## config.mk

```make
export PLATFORM = sky130hd
export DESIGN_NAME = up_counter_ctrl
export DESIGN_NICKNAME = d
export VERILOG_FILES = /design/src/rtl/up_counter_ctrl_pkg.sv /design/src/rtl/rr_arbiter.sv /design/src/rtl/up_counter_ctrl.sv
export SDC_FILE = /design/constraint.sdc
export NUM_CORES = 1
export LEC_CHECK = 0
export BUFFER_PORTS_ARGS = -buffer_cell sky130_fd_sc_hd__buf_2
export CAP_MARGIN = 20
export CORE_MARGIN = 2
export CORE_UTILIZATION = 48
export DETAILED_ROUTE_END_ITERATION = 10
export GPL_TIMING_DRIVEN = 0
export PLACE_DENSITY = 0.83
export SLEW_MARGIN = 20
export SYNTH_ARGS = -nofsm -noshare
export SYNTH_HDL_FRONTEND = slang
export SYNTH_SLANG_ARGS = --single-unit
```

## constraint.sdc

```tcl
create_clock -name clk_i -period 4.3 [get_ports clk_i]
set_clock_uncertainty 0.2 [all_clocks]
set_input_delay 0.43 -clock clk_i [delete_from_list [all_inputs] [get_ports clk_i]]
set_output_delay 0.43 -clock clk_i [all_outputs]
set_load 0.05 [all_outputs]
```

## src/rtl/up_counter_ctrl_pkg.sv

```systemverilog
// Shared types and defaults for the interval-timer scheduler.
package up_counter_ctrl_pkg;

  localparam int unsigned CTRL_CW   = 20;
  localparam int unsigned CTRL_NREQ = 4;

  typedef enum logic [1:0] {
    IDLE  = 2'd0,
    CLEAR = 2'd1,
    COUNT = 2'd2,
    DONE  = 2'd3
  } ctrl_state_t;

endpackage

```

## src/rtl/rr_arbiter.sv

```systemverilog
// Combinational round-robin pick: first set request after index last_i, wrapping.
module rr_arbiter #(
  parameter int unsigned NREQ = 4,
  parameter int unsigned IW   = 2
) (
  input  logic [NREQ-1:0] req_i,
  input  logic [IW-1:0]   last_i,
  output logic [NREQ-1:0] gnt_o,
  output logic [IW-1:0]   gnt_idx_o
);

  logic          found;
  logic [IW-1:0] idx;

  always_comb begin
    gnt_o     = '0;
    gnt_idx_o = '0;
    found     = 1'b0;
    idx       = '0;
    for (int unsigned k = 1; k <= NREQ; k++) begin
      idx = IW'((32'(last_i) + k) % NREQ);
      if (!found && req_i[idx]) begin
        gnt_o[idx] = 1'b1;
        gnt_idx_o  = idx;
        found      = 1'b1;
      end
    end
  end

endmodule

```

## src/rtl/up_counter_ctrl.sv

```systemverilog
// Shares one external up_counter among NREQ requesters, one interval at a time,
// granting round-robin and pulsing done to the owner when the interval expires.
module up_counter_ctrl
  import up_counter_ctrl_pkg::*;
#(
  parameter int unsigned NREQ = CTRL_NREQ,
  parameter int unsigned CW   = CTRL_CW
) (
  input  logic               clk_i,
  input  logic               rst_i,
  input  logic [NREQ-1:0]    req_i,
  input  logic [NREQ*CW-1:0] len_i,
  output logic [NREQ-1:0]    grant_o,
  output logic [NREQ-1:0]    done_o,
  output logic               busy_o,
  output logic               cnt_sclr_o,
  input  logic [CW-1:0]      cnt_q_i
);

  localparam int unsigned IW = $clog2(NREQ);

  ctrl_state_t   state_q, state_d;
  logic [IW-1:0] owner_q, owner_d;
  logic [IW-1:0] last_q, last_d;
  logic [CW-1:0] target_q, target_d;
  logic [NREQ-1:0] grant_q, grant_d;
  logic [NREQ-1:0] done_q, done_d;
  logic          busy_q, busy_d;
  logic          sclr_q, sclr_d;

  logic [NREQ-1:0] arb_req, arb_gnt;
  logic [IW-1:0]   arb_idx;

  // Arbitration runs in IDLE and in DONE; in DONE the just-served owner is
  // masked so it can only re-request through the following IDLE cycle.
  always_comb begin
    arb_req = '0;
    if (state_q == IDLE) begin
      arb_req = req_i;
    end else if (state_q == DONE) begin
      arb_req = req_i & ~(NREQ'(1) << owner_q);
    end
  end

  rr_arbiter #(
    .NREQ (NREQ),
    .IW   (IW)
  ) u_arb (
    .req_i     (arb_req),
    .last_i    (last_q),
    .gnt_o     (arb_gnt),
    .gnt_idx_o (arb_idx)
  );

  always_ff @(posedge clk_i) begin
    if (rst_i) begin
      state_q  <= IDLE;
      owner_q  <= '0;
      last_q   <= IW'(NREQ - 1);
      target_q <= '0;
      grant_q  <= '0;
      done_q   <= '0;
      busy_q   <= 1'b0;
      sclr_q   <= 1'b1;
    end else begin
      state_q  <= state_d;
      owner_q  <= owner_d;
      last_q   <= last_d;
      target_q <= target_d;
      grant_q  <= grant_d;
      done_q   <= done_d;
      busy_q   <= busy_d;
      sclr_q   <= sclr_d;
    end
  end

  always_comb begin
    state_d  = state_q;
    owner_d  = owner_q;
    last_d   = last_q;
    target_d = target_q;
    case (state_q)
      IDLE, DONE: begin
        if (|arb_gnt) begin
          state_d  = CLEAR;
          owner_d  = arb_idx;
          target_d = len_i[32'(arb_idx) * CW +: CW];
        end else begin
          state_d = IDLE;
        end
      end
      CLEAR: begin
        if (!req_i[owner_q]) begin
          state_d = IDLE;
          last_d  = owner_q;
        end else begin
          state_d = COUNT;
        end
      end
      COUNT: begin
        // Abort wins over a same-cycle match.
        if (!req_i[owner_q]) begin
          state_d = IDLE;
          last_d  = owner_q;
        end else if (cnt_q_i == target_q) begin
          state_d = DONE;
          last_d  = owner_q;
        end
      end
      default: state_d = IDLE;
    endcase

    grant_d = ((state_d == CLEAR) || (state_d == COUNT)) ? (NREQ'(1) << owner_d) : '0;
    done_d  = (state_d == DONE) ? (NREQ'(1) << owner_d) : '0;
    busy_d  = (state_d == CLEAR) || (state_d == COUNT);
    sclr_d  = (state_d != COUNT);
  end

  assign grant_o    = grant_q;
  assign done_o     = done_q;
  assign busy_o     = busy_q;
  assign cnt_sclr_o = sclr_q;

endmodule

```

# Word level (Yosys, flattened, before mapping)
# Cells that the tools add are included.
dict set report word_totals {
  register_bits 36
  input_bits 106
  out_inout_bits 10
  wordCells 103
}
dict set report op_classes {
  addsub 4
  n_mul 1
  order_cmp 9
  n_eq_ne 10
  shifts 3
  muxes 42
  bitwise_logic 7
  n_reduce_logical 19
}
# operator n
set ops {}
lappend ops {{80-bit by 8-bit indexed part select with 20-bit output} 1}
lappend ops {{2-bit two-way mux} 12}
lappend ops {{4-bit two-way mux} 6}
lappend ops {{20-bit == test} 1}
lappend ops {{2-bit by 3-bit less-than comparator with 1-bit output (second input constant)} 5}
lappend ops {{1-bit two-way mux} 13}
lappend ops {{4-bit OR} 3}
lappend ops {{1-bit binary-select mux with 2-bit select} 5}
lappend ops {{1-bit demux with 2-bit select} 4}
lappend ops {{2-bit == test (second input constant)} 4}
lappend ops {{2-bit by 1-bit greater-or-equal comparator with 1-bit output (second input constant)} 4}
lappend ops {{1-bit by 2-bit left shift with 4-bit output (first input constant)} 2}
lappend ops {{1-bit logical AND} 7}
lappend ops {{2-bit case mux with 3 select lines} 1}
lappend ops {{2-bit OR reduction} 3}
lappend ops {{2-bit by 3-bit multiplier with 5-bit output (second input constant)} 1}
lappend ops {{2-bit by 1-bit adder with 2-bit output (second input constant)} 2}
lappend ops {{2-bit adder (second input constant)} 2}
lappend ops {{4-bit AND} 1}
lappend ops {{2-bit by 1-bit == test with 1-bit output (second input constant)} 2}
lappend ops {{2-bit inequality test (second input constant)} 2}
lappend ops {{4-bit NOT} 1}
lappend ops {{2-bit case mux with 2 select lines} 1}
lappend ops {{4-bit OR reduction} 1}
lappend ops {{8 further kinds} 11}

# Longest topological paths before layout
dict set report depth {
  ltp_word 24
  depth_mapped 14
  ltp_nobuf 12
}

# Modules after synthesis
# Synthesis repeated with hierarchy kept, for this count alone.
dict set report hier_totals {
  cells_unflattened 290
  hier_area_um2 2697.6
}
# module instances cells_per_inst area_per_inst_um2 seq_area_each_um2
set modules_own_cells {}
lappend modules_own_cells {up_counter_ctrl 1 222 2152.1 720.7}
lappend modules_own_cells {rr_arbiter 1 68 545.5 0.0}

# Least setup slack after synthesis
# Ideal clock, no wire load.
dict set report synth_timing {
  path_kind {register -> register}
  startpoint {register last_q[0]}
  endpoint {register grant_q[0], in the netlist grant_o[0]}
  setup_ns 0.120
  arrival_ns 2.722
  required_time_ns 3.980
  path_slack_ns 1.258
  stages_incl_launch_ff 14
  n_path_buf 2
  synth_period_minus_slack_ns 3.042
  cell_sequence {dfxtp_1 inv_1 ha_1 clkbuf_1 a21oi_1 a211o_1 a211o_1 o32ai_4 buf_4 a31oi_1 inv_1 ha_1 nand2b_1 a21oi_1}
}
dict set report synth_between {
  elab_chain_cells 20
  word_cells_on_any_way 63
  classes_between {add/sub (4); order compare (8); eq/ne (2); shift (1); mux (31); bitwise (4); reduce/logical (13)}
}
# element line_no
set synth_lines {}
lappend synth_lines {{start, declared} up_counter_ctrl.sv:24} ;# logic [IW-1:0] last_q, last_d;
lappend synth_lines {{start signal, assigned} up_counter_ctrl.sv:59} ;# last_q <= IW'(NREQ - 1);
lappend synth_lines {{start signal, assigned} up_counter_ctrl.sv:68} ;# last_q <= last_d;
lappend synth_lines {{branches (longest 12 deep; another with 2-bit by 3-bit less-than comparator with 1-bit output)} --}
lappend synth_lines {{4-bit two-way mux *} rr_arbiter.sv:22} ;# if (!found && req_i[idx]) begin
lappend synth_lines {{4-bit OR reduction *} up_counter_ctrl.sv:84} ;# if (|arb_gnt) begin
lappend synth_lines {{1-bit two-way mux *} up_counter_ctrl.sv:84}
lappend synth_lines {{2-bit case mux with 3 select lines *} up_counter_ctrl.sv:82} ;# case (state_q)
lappend synth_lines {{net state_d[0]} up_counter_ctrl.sv:22} ;# ctrl_state_t state_q, state_d;
lappend synth_lines {{2-bit by 1-bit == test with 1-bit output or 2-bit == test (tied branches)} --}
lappend synth_lines {{1-bit logical OR *} --}
lappend synth_lines {{net busy_d} up_counter_ctrl.sv:28} ;# logic busy_q, busy_d;
lappend synth_lines {{1-bit NOT (no line) *} --}
lappend synth_lines {{2-bit OR reduction (no line) *} --}
lappend synth_lines {{end signal, assigned} up_counter_ctrl.sv:70} ;# grant_q <= grant_d;
lappend synth_lines {{end, declared} up_counter_ctrl.sv:26} ;# logic [NREQ-1:0] grant_q, grant_d;
# Mark *: on every way through the listed nets, which the timed path passes. The select of a mux whose other input is x is not followed.
# A chain may end at the register's enable or synchronous reset.

# Worst setup path in the final report
dict set report layout_timing {
  startpoint {register last_q[0]}
  endpoint {register grant_q[1], in the netlist grant_o[1]}
}
# Same word-level chain as after synthesis.

==> out/metrics.yaml <==
timing:
  fin_crit_ns: 3.54
  drv_slew: 0
  max_freq_ghz: 0.282
  tns_ns: 0
  rsz0062_at_grt: "false"
  final-setup-viol-count: 0
  whs_ns: 0.245
  worst_slew_pin_slew_ns: 0.540
  hold_viol: 0
  period_share: 0.824
  relSlewSlack: 0.637
placed_design:
  port_buffers: 115
  placed_cell_area_um2: 3330
  dp_hpwl_mm: 5.64
  gp_congestion: 0.835
final_layout:
  area.growth.synth_to_final_pct: 28.2
  fillers: 478
  nets: 516
  drive_gt1_frac: 0.421
  final_area_um2: 3420
  diodes: 0
flow_run:
  maxCapViolCount: 0
logic_synthesis:
  syn-num-nets: 394
  syn-cell-area_um2: 2670
  async_flop_share: 0
  synth-edff-count: 0
  syn_avg_cell_area_um2: 9.73
  synth_top_area_frac: 0.270
  synthMostInstantiatedCell: "mux2i_1"
  ys.flop_type: "dfxtp_1"
  synth.top_cells.by_count: "mux2i_1 (44), dfxtp_1 (36), o221ai_1 (16), or3b_2 (16), ha_1 (14)"
  synth_area_leaders: "dfxtp_1 (27%), mux2i_1 (17%), ha_1 (6.6%), o221ai_1 (5.3%), or3b_2 (5.3%)"
  ys_ff_latch: 36
  ys_seq_area_frac: 0.270
  synth_top_area_cell: "dfxtp_1"
  syn_inst: 274
  synth_cell_types: 50
  ys_warn_count: 0
critical_path:
  r2r_setup_slack_ns: 0.76
  startpoint: "last_q[0]"
  critPathMaxFanout: 10
  startpoint_type: "flop"
  crit_required_ns: 4.27
  crit_type: "reg -> reg"
  arrival_ns: 3.52
  reg2regPathDepth: 13
  r2r_start: "last_q[0]"
  r2r_end: "grant_o[1]"
  critPathCaptureType: "flop"
hold_path:
  min_from: "len_i[52]"
  hold-path-endpoint: "target_q[12]"
  hp-class: "in -> reg"
  min_path_cells: 3
floorplanning:
  design.core.area_um2: 5440
  rows: 27
  dieWidth_um: 78.5
  die_h_um: 78.5
  io_pins: 116
  die_area_um2: 6170
  start_util: 0.490
pwr:
  p_leak_nw: 1.61
  ir_drop_v: 0.000391
  p_per_area_nw_per_um2: 661
  finalPower_mw: 2.26
global_route:
  grt.total_usage: 0.239
  grt_pass1_wl_mm: 11.7
  antenna_found_initial: 0
  grt_overflow: 0
  grt_max_degree: 13
  grt_pass1_vias: 2588
cts:
  htreeDepth: 2
  cts_tree: "built"
  postCtsSetupRepairBufs: 0
  clk_pin_slew_ns: 0.08
  numCtsBuffers: 5
  clockBufferDepth: 2
  clk_latency_ns: 0.29
  ctsResizeCount: 0
  postCtsHoldBufs: 0
  root_buffer: "clkbuf_8"
  clkSinkCount: 36
detailed_routing:
  drc: 0
  vias: 2612
  drt-pass1-iter-count: 4
  drtIter0Drc: 131
  drt-total-wl_mm: 7.14
  viasPerCell: 5.57
  post_drt_wl_per_cell_um: 15.2
  antenna_left: 0
run_status:
  outcome: "completed"
## sequential cells by signal, summed over array words and instances, names as in the netlist
signal / flops
target_q: 20
done_o: 4
grant_o: 4
last_q: 2
owner_q: 2
state_q: 2
busy_o: 1
cnt_sclr_o: 1
## logic make-up after synthesis
| group | count (synthesis) | share of synthesized area |
|---|---|---|
| DFF | 36 | 0.270 |
| adders and majority gates | 14 | 0.0657 |
| AOI/OAI and AO/OA | 65 | 0.199 |
| and+or+nand+nor | 66 | 0.166 |
| xor gates and xnor gates | 20 | 0.0657 |
| muxes | 46 | 0.178 |
| buffers and inverters | 27 | 0.0554 |
## worst max-delay path by stage
stage | depth (start not counted) | slack, ns | endpoint
floorplan | 13 | 1.26 | grant_o[0]
global placement | 13 | 0.86 | grant_o[2]
detailed placement | 13 | 0.79 | grant_o[0]
CTS | 13 | 0.78 | grant_o[0]
global route | 14 | 0.42 | grant_o[1]
finish | 13 | 0.76 | grant_o[1]
## layer usage
layer  vias up  wire length, µm  GRT usage
li1       1279                -          -
met1      1217             2880      0.278
met2       106             3660      0.432
met3        10              447     0.0494
met4         0              150     0.0807
met5         -                0          0
## worst max-delay path: stages, from the launching register on
cell	delay, ns
dfxtp_1	0.53
inv_1	0.25
ha_1	0.35
clkbuf_1	0.28
a21oi_1	0.11
a211o_1	0.30
a211o_1	0.33
o32ai_4	0.21
buf_4	0.24
a31oi_1	0.08
inv_1	0.08
ha_1	0.22
nand2b_1	0.18
a21oi_1	0.06
## area by class of cell
cell class                 count  area [µm²]  area share
buffer                        19         118      0.0344
tap                           72        90.1      0.0263
timing repair buffer         115         576       0.168
inverter                       8        30.0     0.00878
multi-input combinational    211        1800       0.526
clock inverter                 3        18.8     0.00549
clock buffer                   5        68.8      0.0201
sequential                    36         721       0.211
## power breakdown
| group | internal (mW) | switching (mW) |
|---|---|---|
| Clock | 0.113 | 0.126 |
| Sequential | 0.430 | 0.0612 |
| Combinational | 0.665 | 0.866 |
| Total | 1.21 | 1.05 |
## per-stage QoR
stage / worst slack, ns / cells / util
after global placement: 0.860 / 461 / 0.613
final: 0.756 / 469 / 0.629
after global routing: 0.417 / 469 / 0.629
after floorplan: 1.26 / 274 / -
after CTS: 0.780 / 469 / 0.629
after detailed placement: 0.792 / 461 / 0.613
## cells in the final DEF (no fill, tap or decap), types with 5 or more instances in the layout
master / instances
nand2b_1: 5
buf_2: 118
o221ai_1: 16
a21oi_1: 12
clkbuf_1: 6
dfxtp_1: 36
clkbuf_8: 5
nand2_1: 8
buf_4: 7
nor2_1: 8
xor2_1: 12
nor4_1: 6
o211ai_1: 6
mux2i_1: 44
inv_1: 8
xnor2_1: 8
or3b_2: 16
ha_1: 14
(Power assumes the default switching activity.)
